<file path="config.mk">
export PLATFORM = sky130hd
export DESIGN_NAME = muldiv_sequencer_flat
export DESIGN_NICKNAME = d
export VERILOG_FILES = /design/src/rtl/muldiv_sequencer_if.sv /design/src/rtl/muldiv_sequencer.sv /design/src/flat_wrapper.sv
export SDC_FILE = /design/constraint.sdc
export NUM_CORES = 1
export LEC_CHECK = 0
export BUFFER_PORTS_ARGS = -buffer_cell sky130_fd_sc_hd__buf_2
export CAP_MARGIN = 20
export CORE_ASPECT_RATIO = 0.6
export CORE_MARGIN = 2
export CORE_UTILIZATION = 30
export CTS_CLUSTER_SIZE = 12
export DETAILED_ROUTE_END_ITERATION = 12
export PLACE_DENSITY = 0.47
export SKIP_LAST_GASP = 1
export SYNTH_ARGS = -nofsm -noshare
export SYNTH_HDL_FRONTEND = slang
export SYNTH_SLANG_ARGS = --single-unit
</file>
<file path="constraint.sdc">
create_clock -name clk_i -period 6.8 [get_ports clk_i]
set_input_delay 0.34 -clock clk_i [delete_from_list [all_inputs] [get_ports clk_i]]
set_output_delay 0.34 -clock clk_i [all_outputs]
set_load 0.01 [all_outputs]
</file>
<file path="src/rtl/muldiv_sequencer_if.sv">
// Execute-stage handshake between the pipeline and the iterative multiply/divide engine.
// The pipeline side holds start/operands until done; the engine answers with stall/done/result.
interface muldiv_sequencer_if #(
  parameter int DATA_WIDTH = 32
);
  logic                  start_i;
  logic [2:0]            funct3_i;
  logic [DATA_WIDTH-1:0] rs1_i;
  logic [DATA_WIDTH-1:0] rs2_i;
  logic                  flush_i;
  logic                  stall_o;
  logic                  done_o;
  logic [DATA_WIDTH-1:0] result_o;

  modport master (
    output start_i, funct3_i, rs1_i, rs2_i, flush_i,
    input  stall_o, done_o, result_o
  );

  modport slave (
    input  start_i, funct3_i, rs1_i, rs2_i, flush_i,
    output stall_o, done_o, result_o
  );
endinterface

</file>
<file path="src/rtl/muldiv_sequencer.sv">
// Iterative RV32M multiply/divide: 1 accept cycle + 32 CALC steps, result one cycle in DONE.
// Stalls the pipeline while busy; divide-by-zero and signed overflow finish after 1 stall cycle.
module muldiv_sequencer #(
  parameter int DATA_WIDTH = 32
) (
  input  logic               clk_i,
  input  logic               rst_ni,
  muldiv_sequencer_if.slave  bus
);
  localparam int W  = DATA_WIDTH;
  localparam int CW = $clog2(W);

  typedef enum logic [1:0] {IDLE, CALC, DONE} state_e;

  state_e          state_q, state_d;
  logic [CW-1:0]   cnt_q, cnt_d;
  logic [2:0]      op_q, op_d;
  logic            neg_q, neg_d;
  logic [W:0]      m_q, m_d;
  logic [2*W:0]    acc_q, acc_d;
  logic [W-1:0]    res_q, res_d;

  logic            a_sgn, b_sgn, sa, sb, div_zero, div_ovf;
  logic [W:0]      ma, mb;
  logic [W:0]      mul_sum, div_shift, div_rem;
  logic            div_ge;
  logic [2*W:0]    mul_next, div_next, step_acc;
  logic [2*W-1:0]  prod;
  logic [W-1:0]    quo, rem, fin;

  // Signedness of each operand by opcode; MULHSU keeps rs2 unsigned.
  always_comb begin
    a_sgn    = bus.funct3_i[2] ? ~bus.funct3_i[0] : (bus.funct3_i[1:0] != 2'b11);
    b_sgn    = bus.funct3_i[2] ? ~bus.funct3_i[0] : ~bus.funct3_i[1];
    sa       = a_sgn & bus.rs1_i[W-1];
    sb       = b_sgn & bus.rs2_i[W-1];
    ma       = {1'b0, sa ? -bus.rs1_i : bus.rs1_i};
    mb       = {1'b0, sb ? -bus.rs2_i : bus.rs2_i};
    div_zero = bus.funct3_i[2] & (bus.rs2_i == '0);
    div_ovf  = bus.funct3_i[2] & ~bus.funct3_i[0] &
               (bus.rs1_i == {1'b1, {(W-1){1'b0}}}) & (bus.rs2_i == '1);
  end

  // One iteration: shift-add multiply or restoring divide sharing the accumulator.
  always_comb begin
    mul_sum   = {1'b0, acc_q[2*W-1:W]} + m_q;
    mul_next  = acc_q[0] ? ({mul_sum, acc_q[W-1:0]} >> 1) : (acc_q >> 1);
    div_shift = {acc_q[2*W-1:W], acc_q[W-1]};
    div_ge    = (div_shift >= m_q);
    div_rem   = div_ge ? (div_shift - m_q) : div_shift;
    div_next  = {div_rem, acc_q[W-2:0], div_ge};
    step_acc  = op_q[2] ? div_next : mul_next;

    prod = neg_q ? -step_acc[2*W-1:0] : step_acc[2*W-1:0];
    quo  = neg_q ? -step_acc[W-1:0]   : step_acc[W-1:0];
    rem  = neg_q ? -step_acc[2*W-1:W] : step_acc[2*W-1:W];
    if (op_q[2])
      fin = op_q[1] ? rem : quo;
    else
      fin = (op_q[1:0] == 2'b00) ? prod[W-1:0] : prod[2*W-1:W];
  end

  always_comb begin
    state_d = state_q;
    cnt_d   = cnt_q;
    op_d    = op_q;
    neg_d   = neg_q;
    m_d     = m_q;
    acc_d   = acc_q;
    res_d   = res_q;
    unique case (state_q)
      IDLE: begin
        if (bus.start_i && !bus.flush_i) begin
          op_d = bus.funct3_i;
          if (div_zero) begin
            res_d   = bus.funct3_i[1] ? bus.rs1_i : '1;
            state_d = DONE;
          end else if (div_ovf) begin
            res_d   = bus.funct3_i[1] ? '0 : bus.rs1_i;
            state_d = DONE;
          end else begin
            neg_d   = (bus.funct3_i[2] & bus.funct3_i[1]) ? sa : (sa ^ sb);
            m_d     = bus.funct3_i[2] ? mb : ma;
            acc_d   = {{(W+1){1'b0}}, bus.funct3_i[2] ? ma[W-1:0] : mb[W-1:0]};
            cnt_d   = CW'(W-1);
            state_d = CALC;
          end
        end
      end
      CALC: begin
        if (bus.flush_i) begin
          state_d = IDLE;
        end else begin
          acc_d = step_acc;
          if (cnt_q == '0) begin
            res_d   = fin;
            state_d = DONE;
          end else begin
            cnt_d = cnt_q - 1'b1;
          end
        end
      end
      DONE:    state_d = IDLE;
      default: state_d = IDLE;
    endcase
  end

  always_ff @(posedge clk_i or negedge rst_ni) begin
    if (!rst_ni) begin
      state_q <= IDLE;
      cnt_q   <= '0;
      op_q    <= '0;
      neg_q   <= 1'b0;
      m_q     <= '0;
      acc_q   <= '0;
      res_q   <= '0;
    end else begin
      state_q <= state_d;
      cnt_q   <= cnt_d;
      op_q    <= op_d;
      neg_q   <= neg_d;
      m_q     <= m_d;
      acc_q   <= acc_d;
      res_q   <= res_d;
    end
  end

  assign bus.stall_o  = ((state_q == IDLE) & bus.start_i & ~bus.flush_i) | (state_q == CALC);
  assign bus.done_o   = (state_q == DONE) & ~bus.flush_i;
  assign bus.result_o = res_q;
endmodule

</file>
<file path="src/flat_wrapper.sv">
// flat-port wrapper written by rule: the top's interface ports become plain ports
module muldiv_sequencer_flat 
#(
  parameter int DATA_WIDTH = 32
)
  (clk_i, rst_ni, bus_start_i, bus_funct3_i, bus_rs1_i, bus_rs2_i, bus_flush_i, bus_stall_o, bus_done_o, bus_result_o);
  muldiv_sequencer_if #(.DATA_WIDTH(DATA_WIDTH)) bus_i ();
  input  logic clk_i;
  input  logic rst_ni;
  input wire logic [$bits(bus_i.start_i)-1:0] bus_start_i;
  input wire logic [$bits(bus_i.funct3_i)-1:0] bus_funct3_i;
  input wire logic [$bits(bus_i.rs1_i)-1:0] bus_rs1_i;
  input wire logic [$bits(bus_i.rs2_i)-1:0] bus_rs2_i;
  input wire logic [$bits(bus_i.flush_i)-1:0] bus_flush_i;
  output wire logic [$bits(bus_i.stall_o)-1:0] bus_stall_o;
  output wire logic [$bits(bus_i.done_o)-1:0] bus_done_o;
  output wire logic [$bits(bus_i.result_o)-1:0] bus_result_o;
  assign bus_i.start_i = bus_start_i;
  assign bus_i.funct3_i = bus_funct3_i;
  assign bus_i.rs1_i = bus_rs1_i;
  assign bus_i.rs2_i = bus_rs2_i;
  assign bus_i.flush_i = bus_flush_i;
  assign bus_stall_o = bus_i.stall_o;
  assign bus_done_o = bus_i.done_o;
  assign bus_result_o = bus_i.result_o;
  muldiv_sequencer #(.DATA_WIDTH(DATA_WIDTH)) u_core (.clk_i(clk_i), .rst_ni(rst_ni), .bus(bus_i));
endmodule
</file>
==> summary.md <==
| Metric | Value |
|---|---|
| First DRT Iteration DRCs | approximately 2800 |
| Final number of hold-violating endpoints | 0 |
| Die Span Y | about 190 µm |
| Crit Path Max Fanout | 14 |
| Cell-by-cell listing of the critical path | inv_1, ha_1, nand4_1, or3_1, a211o_1, o211a_1, o2111ai_1, o211ai_1, inv_1, ha_1, inv_1, or3_1, o211ai_1, nand3b_1, or4_1, or3_1, o31ai_1, mux2_2, o21a_1 |
| Horizontal die dimension | between 300 and 400 µm |
| Worst Path Buf+Inv | 3 |
| Layout area overhead | 12.78% |
| Gr ovfl total | 0 |
| Worst-case clock buffer depth | 2 |
| Proportion of power drawn by flip-flops and latches | about 16% |
| Total CTS buffers | 17 |
| Outcome | finished clean |
| Detailed-route vias per instance | about 6.2 |
| Net Sw Power | roughly 4.2 mW |
| Setup bufs post-CTS | 0 |
| Seq cells post-synth | 140 |
| Slowest cell delay on critical path | between 500 and 600 ps |
| Worst-margin pin slew | roughly 1200 ps |
| Shortest clock period the worst path allows after layout | between 6000 and 7000 ps |
| Dominant delay contributor by cell family on the critical path | simple AND/OR/NAND/NOR gates |
| Nets | roughly 2500 |
| Wirelength, routed | 87.42 mm |
| Sequential-to-total area share from yosys stat | a little over a fifth |
| Share of final-layout standard cells stronger than drive strength 1 | between 10% and 20% |
| Internal power component | between 3 and 4 mW |
| Max-slew violation count | 0 |
| Mean area per synthesized cell | roughly 7.2 µm² |
| Later-pin clock latency in the skew report | 470 ps |
| Register Area | between 0.003 and 0.004 mm² |
| Final setup vio count | 0 |
| Post-route cell area | approximately 0.019 mm² |
| Worst slew margin relative to its limit | 18.73% |
| Synthesis warning total | 0 |
| Power Dens Cells | just under 400 mW/mm² |
| Antenna violation net count after detailed routing | 0 |
| Setup crit end kind | flip-flop |
| Synth Flop Type | sky130_fd_sc_hd__dfrtp_1 |
| Timing startpoint of the critical path | u_core.m_q[24]$_DFFE_PN0P_ |
| Clock tree from TritonCTS | yes |
| Proportion of register bits with asynchronous set or reset after synthesis | between 90% and 100% |
| Half-perimeter wire length after detailed placement | approximately 71 mm |
| Worst-path cell with the longest stage delay | sky130_fd_sc_hd__or4_1 |
| Core outline area | 0.05558 mm² |
| WL/cell | 27.59 µm |
| Fmax | 152.7 MHz |
| Detailed-route via count | ~20000 |
| I/O pin count | ~110 |
| Switching Share | approximately 56% |
| Core Rows | 67 |
| Port Buf Inserts | 104 |
| VDD IR-drop max | 0.1835 mV |
| Initial antenna violation count | 12 |
| Multi-input gate area | roughly 0.012 mm² |
| Fraction of power consumed by combinational cells | between 60% and 70% |
| Finished Core Util | approximately 34% |
| Post-Synthesis Net Count | 2486 |
| Hold Slack | between 100 and 150 ps |
| H-tree Lvls | 4 |
| Post-synthesis instance area | 0.01682 mm² |
| Worst reg2reg startpoint | u_core.m_q[24]$_DFFE_PN0P_ |
| Static power due to leakage | 7.683 nW |
| Post-placement cell count | 3131 |
| Required time at the worst-slack endpoint | just over 7000 ps |
| Post-route clock period utilization | between 90% and 100% |
| Number of clock sinks seen by CTS | 140 |
| Gate Count Post-Synth | around 2300 |
| HP Start | bus_funct3_i[0] |
| TNS Setup | 0 ps |
| Routability-driven placement congestion ratio | around 1 |
| Number of enable flip-flop cells after synthesis | 0 |
| Drc violations | 0 |
| Maximum clock skew at final layout | about 13 ps |
| Effective utilization at floorplan | a little under a third |
| Netlist cell types | 90 |
| Number of detailed-route iterations in the first pass | 6 |
| Kind of critical path | reg2reg |
| Setup repair after global routing missed its margin | no |
| Tightest Hold Check Type | in2reg |
| Cell at the root of the clock tree | sky130_fd_sc_hd__clkbuf_16 |
| Finished Layout Cells | between 3000 and 4000 |
| Number of fillers in the final layout | between 6000 and 7000 |
| Post-place instance area | between 0.015 and 0.02 mm² |
| GRT Overall Usage | between 20 and 30% |
| Startpoint class of the critical path | flip-flop |
| Clk slew on worst S/H paths | about 80 ps |
| CP Data Arrival Time | approximately 6900 ps |
| Total die area | approximately 0.058 mm² |
| Reported max-cap violation count | 0 |
| Global-route wire length before repair | ~130 mm |
| Largest net degree at the start of global routing | ~110 |
| Clock share of power | 14.6% |
| Number of global-route vias before repair | approximately 17000 |
layout make-up:
type,instances,area share (%)
diodes,3,0.03957
clock buffers,17,2.242
clock inverters,14,1.108
inverters,76,1.504
multi-input cells,1978,65.75
flip-flops and latches,140,18.49
well taps,759,5.006
repair buffers,181,5.856
power groups by stage:
stage | registers, mW | logic [mW] | clock network (mW)
2_1_floorplan | 1.15 | 3.15 | 0
3_3_place_gp | 1.21 | 4.94 | 0
3_5_place_dp | 1.23 | 4.92 | 0
4_1_cts | 1.21 | 4.94 | 1.10
5_1_grt | 1.25 | 5.43 | 1.13
6_report | 1.23 | 5.15 | 1.09
kinds of logic (layout without fill, tap and decap cells):
family	count (synthesis)	after routing	synth area share [%]
compound gates	848	848	32.84
mux	71	71	4.329
other cells	0	3	0
simple gates	839	839	23.61
fa+ha+maj	79	79	5.876
buf+inv	224	288	5.177
xor+xnor	141	141	7.341
flops	140	140	20.83
worst paths after layout:
kind,endpoint,slack [ps],cells past startpoint
worst max-delay path,u_core.bus.result_o[28]$_DFFE_PN0P_,250,19
worst min-delay path,u_core.op_q[0]$_DFFE_PN0P_,120,3
worst max register to register,u_core.bus.result_o[28]$_DFFE_PN0P_,250,19
worst min register to register,u_core.bus.result_o[12]$_DFFE_PN0P_,490,2
max in group asynchronous,u_core.acc_q[17]$_DFFE_PN0P_,4920,3
min in group asynchronous,u_core.acc_q[56]$_DFFE_PN0P_,470,2
what timing repair did:
| item | in CTS | in global routing |
|---|---|---|
| hold buffers | 1 | 0 |
| gates resized for setup | 0 | 0 |
| endpoints found under the hold margin | 23 | 0 |
synth_stat cells, types with 12 or more instances:
| cell type | instances | share of area [%] |
|---|---|---|
| sky130_fd_sc_hd__xnor2_1 | 82 | 4.3 |
| sky130_fd_sc_hd__or3_1 | 30 | 1.1 |
| sky130_fd_sc_hd__a311oi_1 | 13 | 0.68 |
| sky130_fd_sc_hd__a22o_1 | 20 | 1.0 |
| sky130_fd_sc_hd__nor2_1 | 227 | 5.1 |
| sky130_fd_sc_hd__and2_1 | 16 | 0.60 |
| sky130_fd_sc_hd__inv_1 | 73 | 1.6 |
| sky130_fd_sc_hd__clkbuf_1 | 112 | 2.5 |
| sky130_fd_sc_hd__a31oi_1 | 33 | 1.2 |
| sky130_fd_sc_hd__buf_1 | 12 | 0.27 |
| sky130_fd_sc_hd__nand2_1 | 293 | 6.5 |
| sky130_fd_sc_hd__a221oi_1 | 16 | 0.83 |
| sky130_fd_sc_hd__a21oi_1 | 220 | 6.5 |
| sky130_fd_sc_hd__xor2_1 | 59 | 3.1 |
| sky130_fd_sc_hd__nor4_1 | 26 | 0.97 |
| sky130_fd_sc_hd__nand4_1 | 34 | 1.3 |
| sky130_fd_sc_hd__nor3_1 | 57 | 1.7 |
| sky130_fd_sc_hd__a21o_1 | 27 | 1.2 |
| sky130_fd_sc_hd__o21ai_0 | 214 | 6.4 |
| sky130_fd_sc_hd__o41ai_1 | 12 | 0.62 |
| sky130_fd_sc_hd__and3_1 | 13 | 0.48 |
| sky130_fd_sc_hd__buf_2 | 24 | 0.71 |
| sky130_fd_sc_hd__mux2_2 | 14 | 0.94 |
| sky130_fd_sc_hd__o21a_1 | 23 | 1.0 |
| sky130_fd_sc_hd__ha_1 | 71 | 5.3 |
| sky130_fd_sc_hd__a211oi_1 | 48 | 2.1 |
| sky130_fd_sc_hd__o211ai_1 | 30 | 1.3 |
| sky130_fd_sc_hd__o31ai_1 | 36 | 1.6 |
| sky130_fd_sc_hd__nor2b_1 | 12 | 0.45 |
| sky130_fd_sc_hd__nand3_1 | 38 | 1.1 |
| sky130_fd_sc_hd__a2111oi_0 | 13 | 0.68 |
| sky130_fd_sc_hd__dfrtp_1 | 140 | 21 |
| sky130_fd_sc_hd__mux2i_1 | 57 | 3.4 |
| sky130_fd_sc_hd__nand2b_1 | 23 | 0.86 |
per-layer routing:
metal / track usage [%] / up-vias / wire (µm)
li1: - / 8823 / -
met1: 49.16 / 9697 / 43820
met2: 35.47 / 1191 / 30850
met3: 10.07 / 66 / 11680
met4: 4.836 / 6 / 1030
met5: 0 / - / 39
state kept, by name (all words and copies together), names as in the netlist:
name / count
u_core.op_q: 3
u_core.neg_q: 1
u_core.cnt_q: 5
u_core.bus.result_o: 32
u_core.m_q: 32
u_core.state_q: 2
u_core.acc_q: 65
worst register-to-register path: stages, from the launching register on:
cell and delay [ps]:
sky130_fd_sc_hd__dfrtp_1 440, sky130_fd_sc_hd__inv_1 70, sky130_fd_sc_hd__ha_1 460, sky130_fd_sc_hd__nand4_1 270
sky130_fd_sc_hd__or3_1 500, sky130_fd_sc_hd__a211o_1 280, sky130_fd_sc_hd__o211a_1 450, sky130_fd_sc_hd__o2111ai_1 330
sky130_fd_sc_hd__o211ai_1 380, sky130_fd_sc_hd__inv_1 210, sky130_fd_sc_hd__ha_1 190, sky130_fd_sc_hd__inv_1 110
sky130_fd_sc_hd__or3_1 380, sky130_fd_sc_hd__o211ai_1 280, sky130_fd_sc_hd__nand3b_1 230, sky130_fd_sc_hd__or4_1 560
sky130_fd_sc_hd__or3_1 460, sky130_fd_sc_hd__o31ai_1 290, sky130_fd_sc_hd__mux2_2 370, sky130_fd_sc_hd__o21a_1 190
metrics by stage:
step                worst slack [ps]  power, mW
floorplan                       1350      4.294
CTS                            476.2      7.251
finish                         250.1      7.460
global placement               494.7      6.158
global route                   66.03      7.813
detailed placement             487.5      6.144
cell usage in the layout (no fill, tap or decap), drive strengths merged, types with 14 or more instances in the layout:
| cell | n |
|---|---|
| nor2 | 227 |
| buf | 179 |
| nand2 | 293 |
| a221oi | 16 |
| o211ai | 31 |
| nand2b | 23 |
| a31oi | 33 |
| a21oi | 221 |
| inv | 79 |
| ha | 71 |
| nor4 | 29 |
| dfrtp | 140 |
| a211oi | 48 |
| xnor2 | 82 |
| nand4 | 34 |
| and2 | 17 |
| o31ai | 36 |
| clkbuf | 18 |
| or3 | 31 |
| a21o | 27 |
| a22o | 20 |
| mux2i | 57 |
| mux2 | 14 |
| nor3 | 57 |
| o21a | 23 |
| xor2 | 59 |
| o21ai | 219 |
| nand3 | 38 |
Note: power is estimated with default switching activity, not from simulation.
